### src/rtl/pll_sup_pkg.sv
// Shared state encoding and counter sizing for the PLL lock supervisor.
// Declarations only: no logic, no latency, no flow control.
package pll_sup_pkg;

  typedef enum logic [2:0] {
    ST_RESET_PLL = 3'd0,
    ST_WAIT_LOCK = 3'd1,
    ST_STABLE    = 3'd2,
    ST_RELEASE   = 3'd3,
    ST_RUN       = 3'd4,
    ST_FAIL      = 3'd5
  } pll_state_t;

  // The shared down-counter holds at most (largest timing parameter - 1).
  function automatic int cnt_width(input int a, input int b, input int c, input int d);
    int m;
    m = a;
    if (b > m) m = b;
    if (c > m) m = c;
    if (d > m) m = d;
    return (m < 2) ? 1 : $clog2(m);
  endfunction

endpackage

### src/rtl/sync_2ff.sv
// Two-flop synchroniser for one asynchronous level signal.
// Latency 2 clk edges; no flow control.
module sync_2ff #(
  parameter logic RST_VAL = 1'b0
) (
  input  logic clk,
  input  logic rst_n,
  input  logic d,
  output logic q
);

  logic meta;

  always_ff @(posedge clk or negedge rst_n) begin
    if (!rst_n) begin
      meta <= RST_VAL;
      q    <= RST_VAL;
    end else begin
      meta <= d;
      q    <= meta;
    end
  end

endmodule

### src/rtl/pll_lock_supervisor.sv
// PLL reset/lock sequencer: qualifies lock, retries on timeout, releases domain resets staggered.
// All outputs registered (1 cycle after condition, lock seen 2 cycles late); no flow control.
module pll_lock_supervisor
  import pll_sup_pkg::*;
#(
  parameter int PLL_RST_CYCLES   = 16,
  parameter int LOCK_TIMEOUT_CYC = 50000,
  parameter int STABLE_CYCLES    = 256,
  parameter int NUM_RST_OUT      = 4,
  parameter int RST_STAGGER      = 32,
  parameter int MAX_RETRY        = 3
) (
  input  logic                             sys_clk,
  input  logic                             sys_rst_n,
  input  logic                             pll_lock_i,
  input  logic                             restart_i,
  output logic                             pll_rst_o,
  output logic [NUM_RST_OUT-1:0]           dom_rst_n_o,
  output logic                             ready_o,
  output logic                             fail_o,
  output logic [$clog2(MAX_RETRY+1)-1:0]   retry_cnt_o,
  output logic [7:0]                       lol_cnt_o,
  output logic [2:0]                       state_o
);

  localparam int CW = cnt_width(PLL_RST_CYCLES, LOCK_TIMEOUT_CYC, STABLE_CYCLES, RST_STAGGER);
  localparam int RW = $clog2(MAX_RETRY+1);

  localparam logic [CW-1:0] RST_LOAD   = CW'(PLL_RST_CYCLES - 1);
  localparam logic [CW-1:0] TO_LOAD    = CW'(LOCK_TIMEOUT_CYC - 1);
  localparam logic [CW-1:0] STB_LOAD   = CW'(STABLE_CYCLES - 1);
  localparam logic [CW-1:0] STG_LOAD   = CW'(RST_STAGGER - 1);
  localparam logic [RW-1:0] RETRY_LAST = RW'(MAX_RETRY - 1);

  pll_state_t            state;
  logic [CW-1:0]         cnt;
  logic                  lock_s;
  logic [NUM_RST_OUT-1:0] dom_nxt;

  sync_2ff #(.RST_VAL(1'b0)) u_lock_sync (
    .clk   (sys_clk),
    .rst_n (sys_rst_n),
    .d     (pll_lock_i),
    .q     (lock_s)
  );

  // Releases fill from bit 0 upward, so the next pattern is a shift-in of a one.
  always_comb begin
    dom_nxt = (dom_rst_n_o << 1) | NUM_RST_OUT'(1);
  end

  assign state_o = state;

  always_ff @(posedge sys_clk or negedge sys_rst_n) begin
    if (!sys_rst_n) begin
      state       <= ST_RESET_PLL;
      cnt         <= RST_LOAD;
      retry_cnt_o <= '0;
      lol_cnt_o   <= '0;
      pll_rst_o   <= 1'b1;
      dom_rst_n_o <= '0;
      ready_o     <= 1'b0;
      fail_o      <= 1'b0;
    end else if (restart_i) begin
      state       <= ST_RESET_PLL;
      cnt         <= RST_LOAD;
      retry_cnt_o <= '0;
      pll_rst_o   <= 1'b1;
      dom_rst_n_o <= '0;
      ready_o     <= 1'b0;
      fail_o      <= 1'b0;
    end else begin
      case (state)
        ST_RESET_PLL: begin
          if (cnt == '0) begin
            state     <= ST_WAIT_LOCK;
            cnt       <= TO_LOAD;
            pll_rst_o <= 1'b0;
          end else begin
            cnt <= cnt - CW'(1);
          end
        end

        // Lock is tested before the timeout so a simultaneous lock never costs a retry.
        ST_WAIT_LOCK: begin
          if (lock_s) begin
            state <= ST_STABLE;
            cnt   <= STB_LOAD;
          end else if (cnt == '0) begin
            retry_cnt_o <= retry_cnt_o + RW'(1);
            pll_rst_o   <= 1'b1;
            if (retry_cnt_o == RETRY_LAST) begin
              state  <= ST_FAIL;
              fail_o <= 1'b1;
            end else begin
              state <= ST_RESET_PLL;
              cnt   <= RST_LOAD;
            end
          end else begin
            cnt <= cnt - CW'(1);
          end
        end

        ST_STABLE: begin
          if (!lock_s) begin
            state <= ST_WAIT_LOCK;
            cnt   <= TO_LOAD;
          end else if (cnt == '0) begin
            state <= ST_RELEASE;
            cnt   <= STG_LOAD;
          end else begin
            cnt <= cnt - CW'(1);
          end
        end

        ST_RELEASE: begin
          if (!lock_s) begin
            state       <= ST_RESET_PLL;
            cnt         <= RST_LOAD;
            pll_rst_o   <= 1'b1;
            dom_rst_n_o <= '0;
          end else if (cnt == '0) begin
            dom_rst_n_o <= dom_nxt;
            cnt         <= STG_LOAD;
            if (&dom_nxt) begin
              state       <= ST_RUN;
              ready_o     <= 1'b1;
              retry_cnt_o <= '0;
            end
          end else begin
            cnt <= cnt - CW'(1);
          end
        end

        ST_RUN: begin
          if (!lock_s) begin
            if (lol_cnt_o != 8'hFF) lol_cnt_o <= lol_cnt_o + 8'd1;
            state       <= ST_RESET_PLL;
            cnt         <= RST_LOAD;
            pll_rst_o   <= 1'b1;
            dom_rst_n_o <= '0;
            ready_o     <= 1'b0;
          end
        end

        ST_FAIL: begin
          pll_rst_o   <= 1'b1;
          dom_rst_n_o <= '0;
          fail_o      <= 1'b1;
        end

        default: begin
          state       <= ST_RESET_PLL;
          cnt         <= RST_LOAD;
          pll_rst_o   <= 1'b1;
          dom_rst_n_o <= '0;
          ready_o     <= 1'b0;
        end
      endcase
    end
  end

endmodule

### config.mk
export PLATFORM = sky130hd
export DESIGN_NAME = pll_lock_supervisor
export DESIGN_NICKNAME = d
export VERILOG_FILES = /design/src/rtl/pll_sup_pkg.sv /design/src/rtl/sync_2ff.sv /design/src/rtl/pll_lock_supervisor.sv
export SDC_FILE = /design/constraint.sdc
export NUM_CORES = 1
export LEC_CHECK = 0
export CAP_MARGIN = 20
export CORE_MARGIN = 2
export CORE_UTILIZATION = 51
export DETAILED_ROUTE_END_ITERATION = 8
export GPL_TIMING_DRIVEN = 0
export MAX_ROUTING_LAYER = met4
export PLACE_DENSITY_LB_ADDON = 0.08
export SLEW_MARGIN = 20
export SYNTH_ARGS = -nofsm -noshare
export SYNTH_HDL_FRONTEND = slang
export SYNTH_SLANG_ARGS = --single-unit
### constraint.sdc
create_clock -name sys_clk -period 2 [get_ports sys_clk]
set_clock_uncertainty 0.05 [all_clocks]
set_input_delay 0.4 -clock sys_clk [delete_from_list [all_inputs] [get_ports sys_clk]]
set_output_delay 0.4 -clock sys_clk [all_outputs]
set_load 0.01 [all_outputs]
==> results of run 1 <==
routing by layer:
metal	share of wire (%)	global-route usage [%]	vias up
met4	1.4	9.64	0
met2	49	38.9	55
met5	0	-	-
met3	4.0	4.50	10
li1	-	-	1039
met1	46	34.8	1093
repair_timing:
item	4_1_cts	5_1_grt
gates resized for setup	21	27
buffers inserted	11	11
pin swaps	15	21
cloned	0	1
endpoints found under the hold margin	10	0
hold buffers	1	0
endpoints found under the setup margin	25	26
power by group:
part	switching (W)	internal (W)
clock	0.000273	0.000532
combinational	0.000601	0.000483
sequential	0.000181	0.000899
total	0.00106	0.00191
flip-flops by register name, summed over array words and instances, names as in the netlist:
| signal | count |
|---|---|
| cnt | 16 |
| lol_cnt_o | 8 |
| dom_rst_n_o | 4 |
| state_o | 3 |
| retry_cnt_o | 2 |
| fail_o | 1 |
| pll_rst_o | 1 |
| ready_o | 1 |
| u_lock_sync.meta | 1 |
| u_lock_sync.q | 1 |
cells in the final DEF (no fill, tap or decap), types with 3 or more instances in the layout:
cell type	instances
nand4_1	6
buf_2	4
buf_6	5
nor4_4	4
o21ai_1	3
dfrtp_2	7
o21ai_0	6
a31oi_1	3
mux2i_1	3
o211ai_1	7
a22o_1	6
dfstp_2	5
nand3_1	4
and2_1	3
nand2_1	15
clkbuf_8	6
nor2_1	26
xor2_1	3
clkdlybuf4s50_1	22
nand2b_1	3
a21o_1	4
nor3_1	7
dfrtp_1	26
xnor2_1	8
inv_1	6
nor4_1	3
or3_1	3
a21oi_1	16
ha_1	3
buf_4	20
o22ai_1	5
logic make-up (layout without fill, tap and decap cells):
logic type,count (synthesis),count (layout)
compound gates,76,76
xor+xnor,11,11
fa+ha+maj,4,4
buf+inv,21,74
flops,38,38
mux,4,4
simple gates,95,95
area by class of cell:
cell class                 instances  area share (%)
multi-input combinational        190            44.8
clock buffer                       6            2.62
sequential                        38            30.6
timing repair buffer              48            14.7
tap                               52            2.06
inverter                           8           0.952
clock inverter                     2            1.90
buffer                            10            2.30
critical path, cell delays in order, from the launching register on:
cell     delay, ns
dfstp_2       0.54
inv_2         0.05
ha_4          0.15
nor3b_4       0.16
and4_1        0.21
buf_6         0.14
a31oi_4       0.22
buf_6         0.14
o22ai_1       0.08
a22o_1        0.22
metrics by stage:
stage	setup TNS (ns)	hold WS, ns
4_1_cts	-0.0824	0.319
6_report	-0.446	0.316
3_3_place_gp	-20.41	0.287
5_1_grt	-1.65	0.333
2_1_floorplan	0	0.0544
3_5_place_dp	-7.22	0.291
how the worst max path moves through the flow:
stage,from,to,depth (start not counted)
6_report,cnt[1],cnt[5],9
3_5_place_dp,restart_i,state_o[0],7
2_1_floorplan,cnt[0],cnt[4],8
5_1_grt,cnt[1],cnt[3],10
4_1_cts,cnt[0],cnt[5],9
3_3_place_gp,restart_i,state_o[0],7
==> impl_metrics.tcl, run 1 <==
set metrics [dict create \
    ys.flop_type "dfrtp_1" \
    die-area_sq_mm 0.00514 \
    holdPathStages 0 \
    core-area_sq_mm 0.00438 \
    num_vias 2197 \
    yosysTopAreaCellShare_pct 35.4 \
    pre_cts_ws_ns -0.593 \
    drc_errors 0 \
    reg2reg_setup_slack_ns -0.06 \
    grt_pass1_vias 2053 \
    synth-seq-area-share_pct 41.0 \
    worst-path-max-fanout 6 \
    utilization_pct 72.0 \
    async_reset_ff_share_pct 100 \
    clockRootBuffer "clkbuf_8" \
    fp.dieH_um 71.7 \
    hp-start "u_lock_sync.meta" \
    grt_max_degree 25 \
    avgSynthCellArea_sq_um 9.38 \
    status "finished with violations" \
    slew-limit-headroom_pct 56.6 \
    numCtsBuffers 5 \
    yosysWarnings 0 \
    cts_tree "done" \
    peakVddDrop_v 0.000508 \
    wire_per_inst_um 17.1 \
    drt_iter0_drc 148 \
    drive_gt1_share_pct 29.1 \
    rsz0062_at_grt "yes" \
    cap_violations 0 \
    total_power_w 0.00297 \
    clk_pin_slew_ns 0.07 \
    hold_path.class "reg2reg" \
    fin_cells 354 \
    grt_pass1_wl_mm 10.0 \
    synthCells 249 \
    cts_max_path_buffers 2 \
    yosys.area_share.simple_pct 23.2 \
    detail-route-antenna-nets 0 \
    port-buffer-count 23 \
    hold_viol 0 \
    rows 24 \
    final.setup.worst_slack_ns -0.0627 \
    yosys.area_share.xor_xnor_pct 4.12 \
    leakage_nw 1.32 \
    synth_compound_area_share_pct 23.8 \
    register_area_sq_um 966 \
    synth_top_family_by_area "compound AO/OA/AOI/OAI gates" \
    synthAdderAreaFrac_pct 2.14 \
    path_class "reg2reg" \
    synth-seq-cells 38 \
    grtUsageTotal_pct 25.7 \
    hpwlAfterDp_mm 4.13 \
    crit_required_ns 2.14 \
    routed_wl_mm 6.07 \
    mappedNetlistArea_sq_mm 0.00234 \
    fillCellCount 335 \
    synthMuxAreaShare_pct 1.77 \
    drt-vias-per-instance 6.21 \
    rr_endpoint "cnt[5]" \
    rr_worst_depth 9 \
    arrival_ns 2.20 \
    start_util_pct 53.3 \
    syn_to_final_growth_pct 35.1 \
    num_io_pins 24 \
    ys_top_cells_by_count "dfrtp_1 (33), nor2_1 (28), a21oi_1 (16), nand2_1 (16)" \
    synth_largest_area_cell "dfrtp_1" \
    fmax_mhz 485 \
    dp.cells 325 \
    multi_input_area_sq_mm 0.00142 \
    n_antenna_cell 0 \
    whs_endpoint "u_lock_sync.q" \
    antenna_found_initial 0 \
    violations "setup timing" \
    min_period_ns 2.06 \
    cp-start-kind "flop" \
    max_slew.worst_pin.slew_ns 0.646 \
    clk_latency_ns 0.29 \
    r2r-start "cnt[1]" \
    dr.pass1.iters 4 \
    clock_sink_count 38 \
    syn_nets 257 \
    yosysMostFrequentCell "dfrtp_1" \
    report.final.slew_viol_count 0 \
    gp_congestion 0.863 \
    power.density_mw_per_mm2 941 \
    yosysUniqueCellTypes 58 \
    htreeDepth 2 \
    fin_area_sq_mm 0.00316 \
    grt-ovfl-total 0 \
    min_period_over_period_pct 103 \
    final_nets 309 \
    finalSetupViolCount 10 \
    ys_top_cells_by_area "dfrtp_1 (35%), dfstp_2 (5.6%), nor2_1 (4.5%)" \
    fp.dieW_um 71.7 \
    place_area_sq_mm 0.00267 \
    cp-end-kind "flop" \
    synth_edf_count 0 \
]
Note: power is estimated with default switching activity, not from simulation.
==> run 2: changes to the inputs <==
Settings changed: CORE_UTILIZATION 51 to 55, GPL_TIMING_DRIVEN 0 to not set, SLEW_MARGIN 20 to not set.
Clock period 2 ns to 2.1 ns, I/O delays scaled along.
==> impl_metrics.tcl, run 2 (synthesis results as in run 1) <==
set metrics [dict create \
    drc_errors 0 \
    final_cell_mix "buf_4 (46), dfrtp_1 (33), nor2_1 (26)" \
    finalSetupViolCount 1 \
    fp.dieH_um 69.2 \
    holdWs_ns 0.0221 \
    fp.dieW_um 69.2 \
    startpoint "cnt[0]" \
    report.final.slew_viol_count 0 \
    port-buffer-count 23 \
    num_io_pins 24 \
    min_period_ns 2.13 \
    routed_wl_mm 6.79 \
    grt_pass1_vias 2276 \
    violations "setup timing" \
    drt-vias-per-instance 6.33 \
    cp-start-kind "flop" \
    final_common_cell "buf_4" \
    reg2reg_setup_slack_ns -0.03 \
    status "finished with violations" \
    max_stage_delay_ns 0.54 \
    cp-end-kind "flop" \
    grt_pass1_wl_mm 10.9 \
    detail-route-antenna-nets 0 \
    wire_per_inst_um 18.5 \
    drive_gt1_share_pct 29.7 \
    grt_max_degree 21 \
    cts_tree "done" \
    antenna_found_initial 0 \
    final.setup.worst_slack_ns -0.0333 \
    clock_sink_count 38 \
    hpwlAfterDp_mm 4.56 \
    drt_iter0_drc 273 \
    fin_cells 367 \
    largest_register_ffs 16 \
    r2r-start "cnt[0]" \
    syn_to_final_growth_pct 35.0 \
    dr.pass1.iters 5 \
    dp.cells 353 \
    clk_latency_ns 0.31 \
    slowest_stage "dfstp_2" \
    htreeDepth 2 \
    utilization_pct 77.7 \
    reg_top3 "cnt: 16 flops, lol_cnt_o: 8 flops, dom_rst_n_o: 4 flops" \
    start_util_pct 57.6 \
    final_nets 324 \
    power.density_mw_per_mm2 880 \
    core-area_sq_mm 0.00406 \
    top_register "cnt" \
    worst-path-buf-inv 2 \
    crit_required_ns 2.26 \
    grt-ovfl-total 0 \
    worst-path-max-fanout 6 \
    gp_congestion 1.03 \
    hold_path.class "in2async" \
    cts_max_path_buffers 2 \
    path_class "reg2reg" \
    clockRootBuffer "clkbuf_8" \
    leakage_nw 1.38 \
    clk_pin_slew_ns 0.08 \
    path_delay_family "compound AO/OA/AOI/OAI gates" \
    hold_viol 0 \
    n_antenna_cell 0 \
    grtUsageTotal_pct 29.0 \
    die-area_sq_mm 0.00478 \
    min_period_over_period_pct 102 \
    peakVddDrop_v 0.000477 \
    rows 23 \
    fmax_mhz 469 \
    slew-limit-headroom_pct 67.3 \
    numCtsBuffers 5 \
    arrival_ns 2.29 \
    cp_cell_sequence "inv_2 > ha_2 > nor3b_4 > and4_4 > a31oi_4 > buf_6 > o22ai_1 > o21ai_0" \
    num_vias 2323 \
    cap_violations 0 \
    rsz0062_at_grt "yes" \
    max_slew.worst_pin.slew_ns 0.491 \
]
run 2: final cells by class:
class / count / area (sq um)
multi-input combinational: 190 / 1360
sequential: 38 / 957
fill: 278 / 903
timing repair buffer: 73 / 633
clock buffer: 5 / 68.8
tap: 50 / 62.6
clock inverter: 3 / 40.0
inverter: 8 / 30.0
run 2: worst paths after layout:
check,depth (start not counted),end
max in group asynchronous,2,cnt[3]
worst max-delay path,8,cnt[3]
worst max register to register,8,cnt[3]
min in group sys_clk,0,u_lock_sync.q
worst min-delay path,1,lol_cnt_o[3]
worst min register to register,0,u_lock_sync.q
run 2: through the flow:
stage	cell area, sq um	setup WS [ns]	power (W)	setup TNS [ns]
3_5_place_dp	2920	-0.188	0.00203	-1.52
6_report	3150	-0.0333	0.00278	-0.0333
2_1_floorplan	2340	0.0105	0.00157	0
3_3_place_gp	2920	-0.133	0.00200	-1.01
5_1_grt	3150	-0.0710	0.00291	-0.186
4_1_cts	3050	0.0103	0.00267	0
run 2: report_power, final:
group	switching, W	total (W)	internal (W)
registers	0.000151	0.00100	0.000850
clock network	0.000273	0.000623	0.000350
logic	0.000632	0.00115	0.000521
total	0.00106	0.00278	0.00172
run 2: metal layers:
metal	vias to the layer above	share of wire [%]	GRT usage (%)
met5	-	0	-
met4	0	3.5	12.6
met3	25	7.0	4.65
met2	134	49	45.9
met1	1099	41	36.8
li1	1065	-	-
run 2: repair_timing:
action,4_1_cts,5_1_grt
endpoints found under the setup margin,13,15
hold buffers,0,0
pin swaps,2,10
buffers inserted,2,4
gates resized for setup,5,19
==> run 3: changes to the inputs <==
Settings changed: CORE_UTILIZATION 55 to 36, PLACE_DENSITY_LB_ADDON 0.08 to 0.3.
==> impl_metrics.tcl, run 3 (synthesis results as in run 1) <==
set metrics [dict create \
    status "complete, no violations" \
    startpoint "cnt[6]" \
    clockRootBuffer "clkbuf_8" \
    min_period_ns 2.04 \
    grtUsageTotal_pct 18.8 \
    core-area_sq_mm 0.00631 \
    wl_met3_um 213 \
    die-area_sq_mm 0.00715 \
    report.final.slew_viol_count 0 \
    hpwlAfterDp_mm 4.49 \
    num_io_pins 24 \
    routed.top_layer "met4" \
    fp.dieW_um 84.6 \
    drt-vias-per-instance 5.75 \
    wire_per_inst_um 16.5 \
    detail-route-antenna-nets 0 \
    gp_congestion 0.936 \
    rr_worst_depth 5 \
    port-buffer-count 23 \
    wl_met1_mm 2.98 \
    finalSetupViolCount 0 \
    drive_gt1_share_pct 27.5 \
    clk_latency_ns 0.30 \
    power.density_mw_per_mm2 843 \
    wl_met2_mm 3.10 \
    fp.dieH_um 84.6 \
    cap_violations 0 \
    start_util_pct 37.0 \
    numCtsBuffers 5 \
    arrival_ns 2.23 \
    cp-start-kind "flop" \
    clk_pin_slew_ns 0.08 \
    final_nets 320 \
    leakage_nw 1.33 \
    grt_pass1_wl_mm 10.5 \
    top_register "cnt" \
    crit_required_ns 2.29 \
    pre_cts_ws_ns -0.120 \
    rows 29 \
    holdBufCountCts 0 \
    dr.pass1.iters 4 \
    num_vias 2244 \
    largest_register_ffs 16 \
    fillCellCount 615 \
    cp-end-kind "flop" \
    fmax_mhz 490 \
    clock_sink_count 38 \
    drc_errors 0 \
    hold_viol 0 \
    htreeDepth 2 \
    drt_iter0_drc 251 \
    min_period_over_period_pct 97.2 \
    r2r-start "cnt[6]" \
    cts_max_path_buffers 2 \
    final.setup.worst_slack_ns 0.0589 \
    final_cell_mix "buf_4 (45), dfrtp_1 (33), nor2_1 (27)" \
    fin_tns_setup_ns 0 \
    path_class "reg2reg" \
    worst-path-max-fanout 4 \
    grt_pass1_vias 2166 \
    reg_top3 "cnt: 16 flops, lol_cnt_o: 8 flops, dom_rst_n_o: 4 flops" \
    grt_max_degree 39 \
    syn_to_final_growth_pct 32.8 \
    n_antenna_cell 0 \
    max_slew.worst_pin.slew_ns 0.509 \
    final_common_cell "buf_4" \
    slew-limit-headroom_pct 65.8 \
    grt-ovfl-total 0 \
    routed_wl_mm 6.44 \
    utilization_pct 49.1 \
    antenna_found_initial 0 \
    reg2reg_setup_slack_ns 0.06 \
    peakVddDrop_v 0.000394 \
    hold_path.class "in2async" \
    cts_tree "done" \
]
-- run 3: power by group --
group	switching [W]	internal [W]	leakage, nW
Sequential	0.000177	0.000851	0.504
Combinational	0.000563	0.000491	0.777
Clock	0.000268	0.000265	0.0482
Total	0.00101	0.00161	1.33
-- run 3: path summary, 6_finish.rpt --
path,end
setup / recovery,cnt[7]
hold / removal,cnt[11]
setup reg to reg,cnt[7]
hold reg to reg,u_lock_sync.q
max in group asynchronous,pll_rst_o
min in group sys_clk,u_lock_sync.q
-- run 3: layout make-up --
class                   count  area, sq um  area share [%]
multi-input cells         190         1350            43.6
flip-flops and latches     38          957            30.8
repair buffers             69          574            18.5
well taps                  77         96.3            3.10
clock buffers               7         86.3            2.78
inverters                   8         30.0           0.968
clock inverters             1         5.00           0.161
-- run 3: stage by stage --
step	std cells	hold slack, ns	power (W)	area [sq um]
after floorplan	249	0.0744	0.00157	2340
final	390	0.103	0.00261	3100
after global placement	378	0.287	0.00199	2910
after detailed placement	378	0.286	0.00200	2910
after global routing	390	0.174	0.00277	3100
after CTS	387	0.146	0.00255	3020
-- run 3: timing repair --
item | in CTS | in global routing
endpoints found under the setup margin | 9 | 15
resized for setup | 4 | 15
buffers inserted | 1 | 3
endpoints found under the hold margin | 0 | 0
pin swaps | 2 | 8
cloned | 0 | 0
-- run 3: routing by layer --
layer  global-route usage, %  vias to the layer above
li1                        -                     1063
met1                    24.8                     1114
met2                    28.8                       52
met3                    2.95                       15
met4                    7.94                        0
met5                       -                        -
-- run 3: critical path, stage by stage, from the launching register on --
cell	delay, ns
dfrtp_1	0.45
or4_1	0.62
nor3_1	0.43
a21oi_1	0.14
o22ai_1	0.15
a22o_1	0.14
